File: src/rtl/sdram_arbiter.sv
// Two-port Avalon arbiter in front of the SDRAM controller; returns are routed via a requester tag FIFO.
// Optional `ARB_STARVATION_GUARD_EN` forces port 1 one grant after STARVE_LIMIT port-0 accepts.
module sdram_arbiter #(
    parameter int OUTSTANDING_LOG2 = 4,
    parameter int STARVE_LIMIT     = 64
) (
    input  logic        clock,
    input  logic        reset_n,
    input  logic [28:0] p0_address,
    input  logic        p0_read,
    output logic        p0_waitrequest,
    output logic [63:0] p0_readdata,
    output logic        p0_readdatavalid,
    input  logic [28:0] p1_address,
    input  logic        p1_read,
    input  logic        p1_write,
    input  logic [63:0] p1_writedata,
    input  logic [7:0]  p1_byteenable,
    output logic        p1_waitrequest,
    output logic [63:0] p1_readdata,
    output logic        p1_readdatavalid,
    output logic [28:0] m_address,
    output logic [7:0]  m_burstcount,
    output logic        m_read,
    output logic        m_write,
    output logic [63:0] m_writedata,
    output logic [7:0]  m_byteenable,
    input  logic        m_waitrequest,
    input  logic [63:0] m_readdata,
    input  logic        m_readdatavalid,
    output logic [31:0] debug_value
);
    localparam int DEPTH = 1 << OUTSTANDING_LOG2;

    typedef struct packed {
        logic [28:0] address;
        logic        read;
        logic        write;
        logic [63:0] writedata;
        logic [7:0]  byteenable;
    } cmd_t;

    typedef enum logic [1:0] {ARB_FREE, ARB_LOCK0, ARB_LOCK1} arb_state_t;

    arb_state_t                state, state_nxt;
    cmd_t [1:0]                port_cmd;
    cmd_t                      m_cmd;
    logic [1:0]                eligible;
    logic                      owner, owner_valid, prefer_p1;
    logic                      cmd_valid, accept, push, pop, stray;
    logic [DEPTH-1:0]          tag_mem;
    logic [OUTSTANDING_LOG2-1:0] wr_ptr, rd_ptr;
    logic [OUTSTANDING_LOG2:0] tag_count;
    logic                      tag_full, tag_empty, ret_tag, error_sticky;

    assign port_cmd[0] = '{address: p0_address, read: p0_read, write: 1'b0,
                           writedata: 64'd0, byteenable: 8'hFF};
    assign port_cmd[1] = '{address: p1_address, read: p1_read, write: p1_write,
                           writedata: p1_writedata, byteenable: p1_byteenable};

    // Count never exceeds DEPTH, so its MSB alone means full.
    assign tag_full  = tag_count[OUTSTANDING_LOG2];
    assign tag_empty = (tag_count == '0);

    assign eligible[0] = p0_read && !tag_full;
    assign eligible[1] = p1_write || (p1_read && !tag_full);

`ifdef ARB_STARVATION_GUARD_EN
    localparam logic [6:0] STARVE_MAX = 7'(STARVE_LIMIT);
    logic [6:0] starve_cnt;

    always_ff @(posedge clock or negedge reset_n) begin
        if (!reset_n)
            starve_cnt <= '0;
        else if (accept && owner)
            starve_cnt <= '0;
        else if (accept && !owner && eligible[1] && starve_cnt < STARVE_MAX)
            starve_cnt <= starve_cnt + 7'd1;
    end

    assign prefer_p1 = (starve_cnt >= STARVE_MAX);
`else
    assign prefer_p1 = 1'b0;
`endif

    // Lock FSM: holds the owner while its command waits on the controller.
    always_ff @(posedge clock or negedge reset_n) begin
        if (!reset_n) state <= ARB_FREE;
        else          state <= state_nxt;
    end

    always_comb begin
        state_nxt = ARB_FREE;
        if (cmd_valid && m_waitrequest)
            state_nxt = owner ? ARB_LOCK1 : ARB_LOCK0;
    end

    always_comb begin
        owner_valid = 1'b0;
        owner       = 1'b0;
        case (state)
            ARB_LOCK0: owner_valid = 1'b1;
            ARB_LOCK1: begin owner_valid = 1'b1; owner = 1'b1; end
            default: begin
                if (prefer_p1 && eligible[1]) begin
                    owner_valid = 1'b1; owner = 1'b1;
                end else if (eligible[0]) begin
                    owner_valid = 1'b1;
                end else if (eligible[1]) begin
                    owner_valid = 1'b1; owner = 1'b1;
                end
            end
        endcase
    end

    assign m_cmd        = port_cmd[owner];
    assign m_address    = m_cmd.address;
    assign m_writedata  = m_cmd.writedata;
    assign m_byteenable = m_cmd.byteenable;
    assign m_burstcount = 8'h01;
    assign m_read       = owner_valid && m_cmd.read;
    assign m_write      = owner_valid && m_cmd.write;

    assign cmd_valid = m_read || m_write;
    assign accept    = cmd_valid && !m_waitrequest;

    assign p0_waitrequest = !(owner_valid && !owner) || m_waitrequest;
    assign p1_waitrequest = !(owner_valid &&  owner) || m_waitrequest;

    assign push  = accept && m_read;
    assign pop   = m_readdatavalid && !tag_empty;
    assign stray = m_readdatavalid && tag_empty;

    always_ff @(posedge clock or negedge reset_n) begin
        if (!reset_n) begin
            tag_mem      <= '0;
            wr_ptr       <= '0;
            rd_ptr       <= '0;
            tag_count    <= '0;
            error_sticky <= 1'b0;
        end else begin
            if (push) begin
                tag_mem[wr_ptr] <= owner;
                wr_ptr          <= wr_ptr + 1'b1;
            end
            if (pop)
                rd_ptr <= rd_ptr + 1'b1;
            case ({push, pop})
                2'b10:   tag_count <= tag_count + 1'b1;
                2'b01:   tag_count <= tag_count - 1'b1;
                default: tag_count <= tag_count;
            endcase
            if (stray)
                error_sticky <= 1'b1;
        end
    end

    assign ret_tag          = tag_mem[rd_ptr];
    assign p0_readdatavalid = pop && !ret_tag;
    assign p1_readdatavalid = pop &&  ret_tag;
    assign p0_readdata      = m_readdata;
    assign p1_readdata      = m_readdata;

    assign debug_value = {error_sticky, 10'b0, 5'(tag_count), 8'b0,
                          (state != ARB_FREE), 6'b0, owner};
endmodule

File: config.mk
export PLATFORM = sky130hd
export DESIGN_NAME = sdram_arbiter
export DESIGN_NICKNAME = d
export VERILOG_FILES = /design/src/rtl/sdram_arbiter.sv
export SDC_FILE = /design/constraint.sdc
export NUM_CORES = 1
export LEC_CHECK = 0
export ABC_AREA = 1
export BUFFER_PORTS_ARGS = -buffer_cell sky130_fd_sc_hd__buf_2
export CAP_MARGIN = 10
export CORE_AREA = 2 2 187 189
export DETAILED_ROUTE_END_ITERATION = 8
export DIE_AREA = 0 0 189 191
export GPL_ROUTABILITY_DRIVEN = 0
export PLACE_DENSITY = 0.49
export SETUP_SLACK_MARGIN = 0.2
export SYNTH_ARGS = -nofsm -noshare
export SYNTH_HDL_FRONTEND = slang
export SYNTH_SLANG_ARGS = --single-unit
File: constraint.sdc
create_clock -name clock -period 2.4 [get_ports clock]
set_input_delay 0.48 -clock clock [delete_from_list [all_inputs] [get_ports clock]]
set_output_delay 0.48 -clock clock [all_outputs]
set_load 0.05 [all_outputs]
==> results.py <==
metrics = {
    "floorplanning": {
        "core_um2": 34100,
        "rows": 68,
        "die_h_um": 191,
        "chipWidth_um": 189,
        "die-area_um2": 36100,
        "initial_core_util_pct": 12.4,
        "io_pins": 476,
    },
    "detailed_routing": {
        "initialDrtViolationCount": 178,
        "routed_wl_mm": 20.1,
        "route.detailed.drc": 0,
        "antenna_left": 0,
        "num_vias": 4591,
        "drt-wirelength-per-cell_um": 15.4,
        "viasPerCell": 3.51,
        "drtPass1Iterations": 6,
    },
    "clock_network": {
        "clock-root-buffer": "clkbuf_16",
        "cts.sinks": 32,
        "ctsLongestPathBuffers": 2,
        "cts_buffers": 5,
        "clk_pin_slew_ns": 0.06,
        "tritoncts": "built",
        "hold_buffers": 0,
        "clk_latency_ns": 0.27,
        "cts_max_level": 2,
    },
    "pwr": {
        "power_frac_seq_pct": 8.1,
        "clkPwrFrac_pct": 5.5,
        "intPower_mw": 5.54,
        "p_leak_nw": 4.02,
        "vdd_ir_drop_max_mv": 0.734,
        "power_density_nw_per_um2": 1520,
        "p_switching_mw": 6.48,
        "p_sw_share_pct": 53.9,
        "pwr-share-comb_pct": 86.4,
    },
    "placed_design": {
        "post-place-cells": 1251,
        "place_ws_ns": 0.0179,
        "hpwlAfterDp_mm": 13.5,
        "placed_cell_area_um2": 5010,
        "port_buffers": 251,
    },
    "finish": {
        "nNetsFinal": 1064,
        "syn_to_final_growth_pct": 87.8,
        "final_cell_mix": "buf_2, nand2_1, inv_1, buf_8, nor2_4",
        "drive_above_1_share_pct": 56.1,
        "fin_cells": 1307,
        "fin_area_um2": 7920,
        "layout_commonest_cell": "buf_2",
        "antennaDiodeCount": 0,
    },
    "logic_synthesis": {
        "synth.area.top_cells": "buf_4, dfrtp_1, nand2_1, inv_1, nor2_1",
        "syn_area_per_cell_um2": 6.11,
        "synth-seq-cells": 32,
        "synth_top_cell_by_area": "buf_4",
        "ys_seq_area_share_pct": 19.0,
        "synth.distinct_cells": 24,
        "synth_top_area_share_pct": 29.4,
        "netlist_instances": 690,
        "yosys_warnings": 0,
        "synth_area_um2": 4220,
    },
    "sta": {
        "setup_viol": 32,
        "fin_skew_ns": 0.00655,
        "period_minus_slack_ns": 2.45,
        "fmax_mhz": 408,
        "rsz0062_at_grt": "yes",
        "fin_ws_ns": -0.0516,
        "period_share_pct": 102,
        "drv_slew": 0,
        "finalHoldViolCount": 0,
        "tightest_slew_ns": 0.770,
        "relSlewSlack_pct": 48.7,
        "setup_tns_ns": -0.763,
    },
    "global_routing": {
        "grt_usage_pct": 10.3,
        "gr-total-overflow": 0,
        "grt_pass1_wl_mm": 28.2,
        "grt_max_degree": 38,
        "antenna_found_initial": 0,
        "grt_pass1_vias": 4646,
    },
    "setup_path": {
        "r2r_start": "state[1]",
        "cp.arrival_ns": 1.97,
        "required_ns": 1.92,
        "worst_path_most_repeated_cell": "nand2_1",
        "end_kind": "output pin",
        "path_cells": "buf_4, ha_4, nand2_4, nand3_4, nand2_8, clkinv_8, buf_12, clkbuf_16, nand2_1, nand2_1, buf_6",
        "startpoint_type": "flip-flop",
        "crit_type": "flip-flop to output pin",
        "path_max_fanout": 7,
        "crit_path_max_incr_delay_ns": 0.39,
        "worst_path_max_delay_cell": "dfrtp_1",
        "crit_start": "state[1]",
    },
    "job": {
        "drv_cap": 0,
    },
    "outcome": {
        "violations": "negative setup slack",
        "status": "finished, violations left",
    },
    "hold_path": {
        "hold_class": "input pin to asynchronous set/reset pin",
    },
}
## sequential cells by signal (all words and copies together), names as in the netlist
register / count
state: 2
tag_mem: 16
tag_count: 5
rd_ptr: 4
error_sticky: 1
wr_ptr: 4
## final timing paths
check / to / slack, ns / cells past startpoint
max: m_address[23] / -0.05 / 11
min: tag_mem[11] / 0.28 / 1
max reg2reg: tag_count[4] / 0.01 / 20
min reg2reg: tag_mem[1] / 0.47 / 2
max in group asynchronous: rd_ptr[0] / 1.57 / 1
min in group clock: error_sticky / 0.46 / 3
## what timing repair did
item,in CTS,in global routing
setup buffers,17,12
endpoints found under the hold margin,0,0
pin swaps,18,31
endpoints found under the setup margin,109,112
gates cloned,14,6
resized for setup,381,191
## metrics by stage
stage	utilization, %	hold slack [ns]	total power [mW]
CTS	20.5	0.313	10.7
detailed placement	14.7	0.459	7.01
floorplan	-	0.184	6.04
global placement	14.7	0.456	6.99
finish	23.2	0.281	12.0
global route	23.2	0.356	12.6
## routing by layer
| layer | vias to the layer above | track usage, % | share of wire [%] |
|---|---|---|---|
| li1 | 2182 | - | - |
| met1 | 2148 | 13.0 | 42 |
| met2 | 186 | 17.0 | 47 |
| met3 | 75 | 2.22 | 6.6 |
| met4 | 0 | 4.24 | 4.2 |
| met5 | - | 0 | 0 |
## power groups by stage
| stage | Sequential, mW | Clock (mW) | Combinational (mW) |
|---|---|---|---|
| CTS | 0.952 | 0.670 | 9.11 |
| floorplan | 1.05 | 0 | 4.99 |
| detailed placement | 0.945 | 0 | 6.06 |
| finish | 0.973 | 0.661 | 10.4 |
| global route | 1.01 | 0.698 | 10.9 |
| global placement | 0.952 | 0 | 6.04 |
## worst max-delay path: cells and delay by family (launching register included)
kind / cells / cell delay [ns]
AND/OR/NAND/NOR: 5 / 0.46
flip-flops: 1 / 0.39
buffers and inverters: 5 / 0.70
adder cells (fa/ha/maj): 1 / 0.15
## Yosys cell counts
library cell,number
o21ai_1,2
nand3_1,38
xnor2_1,4
o21bai_1,2
xor2_1,5
a21oi_1,1
inv_2,2
or2_2,8
nand4_1,16
nand2_1,186
a21boi_0,1
nand3b_1,1
nor2_1,86
ha_1,11
buf_6,4
conb_1,2
dfrtp_1,32
buf_2,14
o21ai_0,4
nand2_2,2
inv_1,99
clkbuf_1,4
buf_4,165
clkinv_1,1
## cells by family (layout without fill, tap and decap cells)
| kind of cell | count (synthesis) | in the layout | synth area share (%) |
|---|---|---|---|
| flops | 32 | 32 | 19.0 |
| buf+inv | 289 | 420 | 41.6 |
| simple gates | 337 | 338 | 32.8 |
| compound gates | 10 | 10 | 1.37 |
| other cells | 2 | 32 | 0.178 |
| fa+ha+maj | 11 | 11 | 3.27 |
| xor+xnor | 9 | 9 | 1.87 |
## layout make-up
class	count	area (um^2)
timing repair buffer	310	3270
multi-input combinational	400	2710
clock buffer	7	153
tap	455	569
inverter	102	402
fill	3734	26200
sequential	32	803
timing repair inverter	1	7.51
No activity file was read; power rests on OpenSTA's default activity.
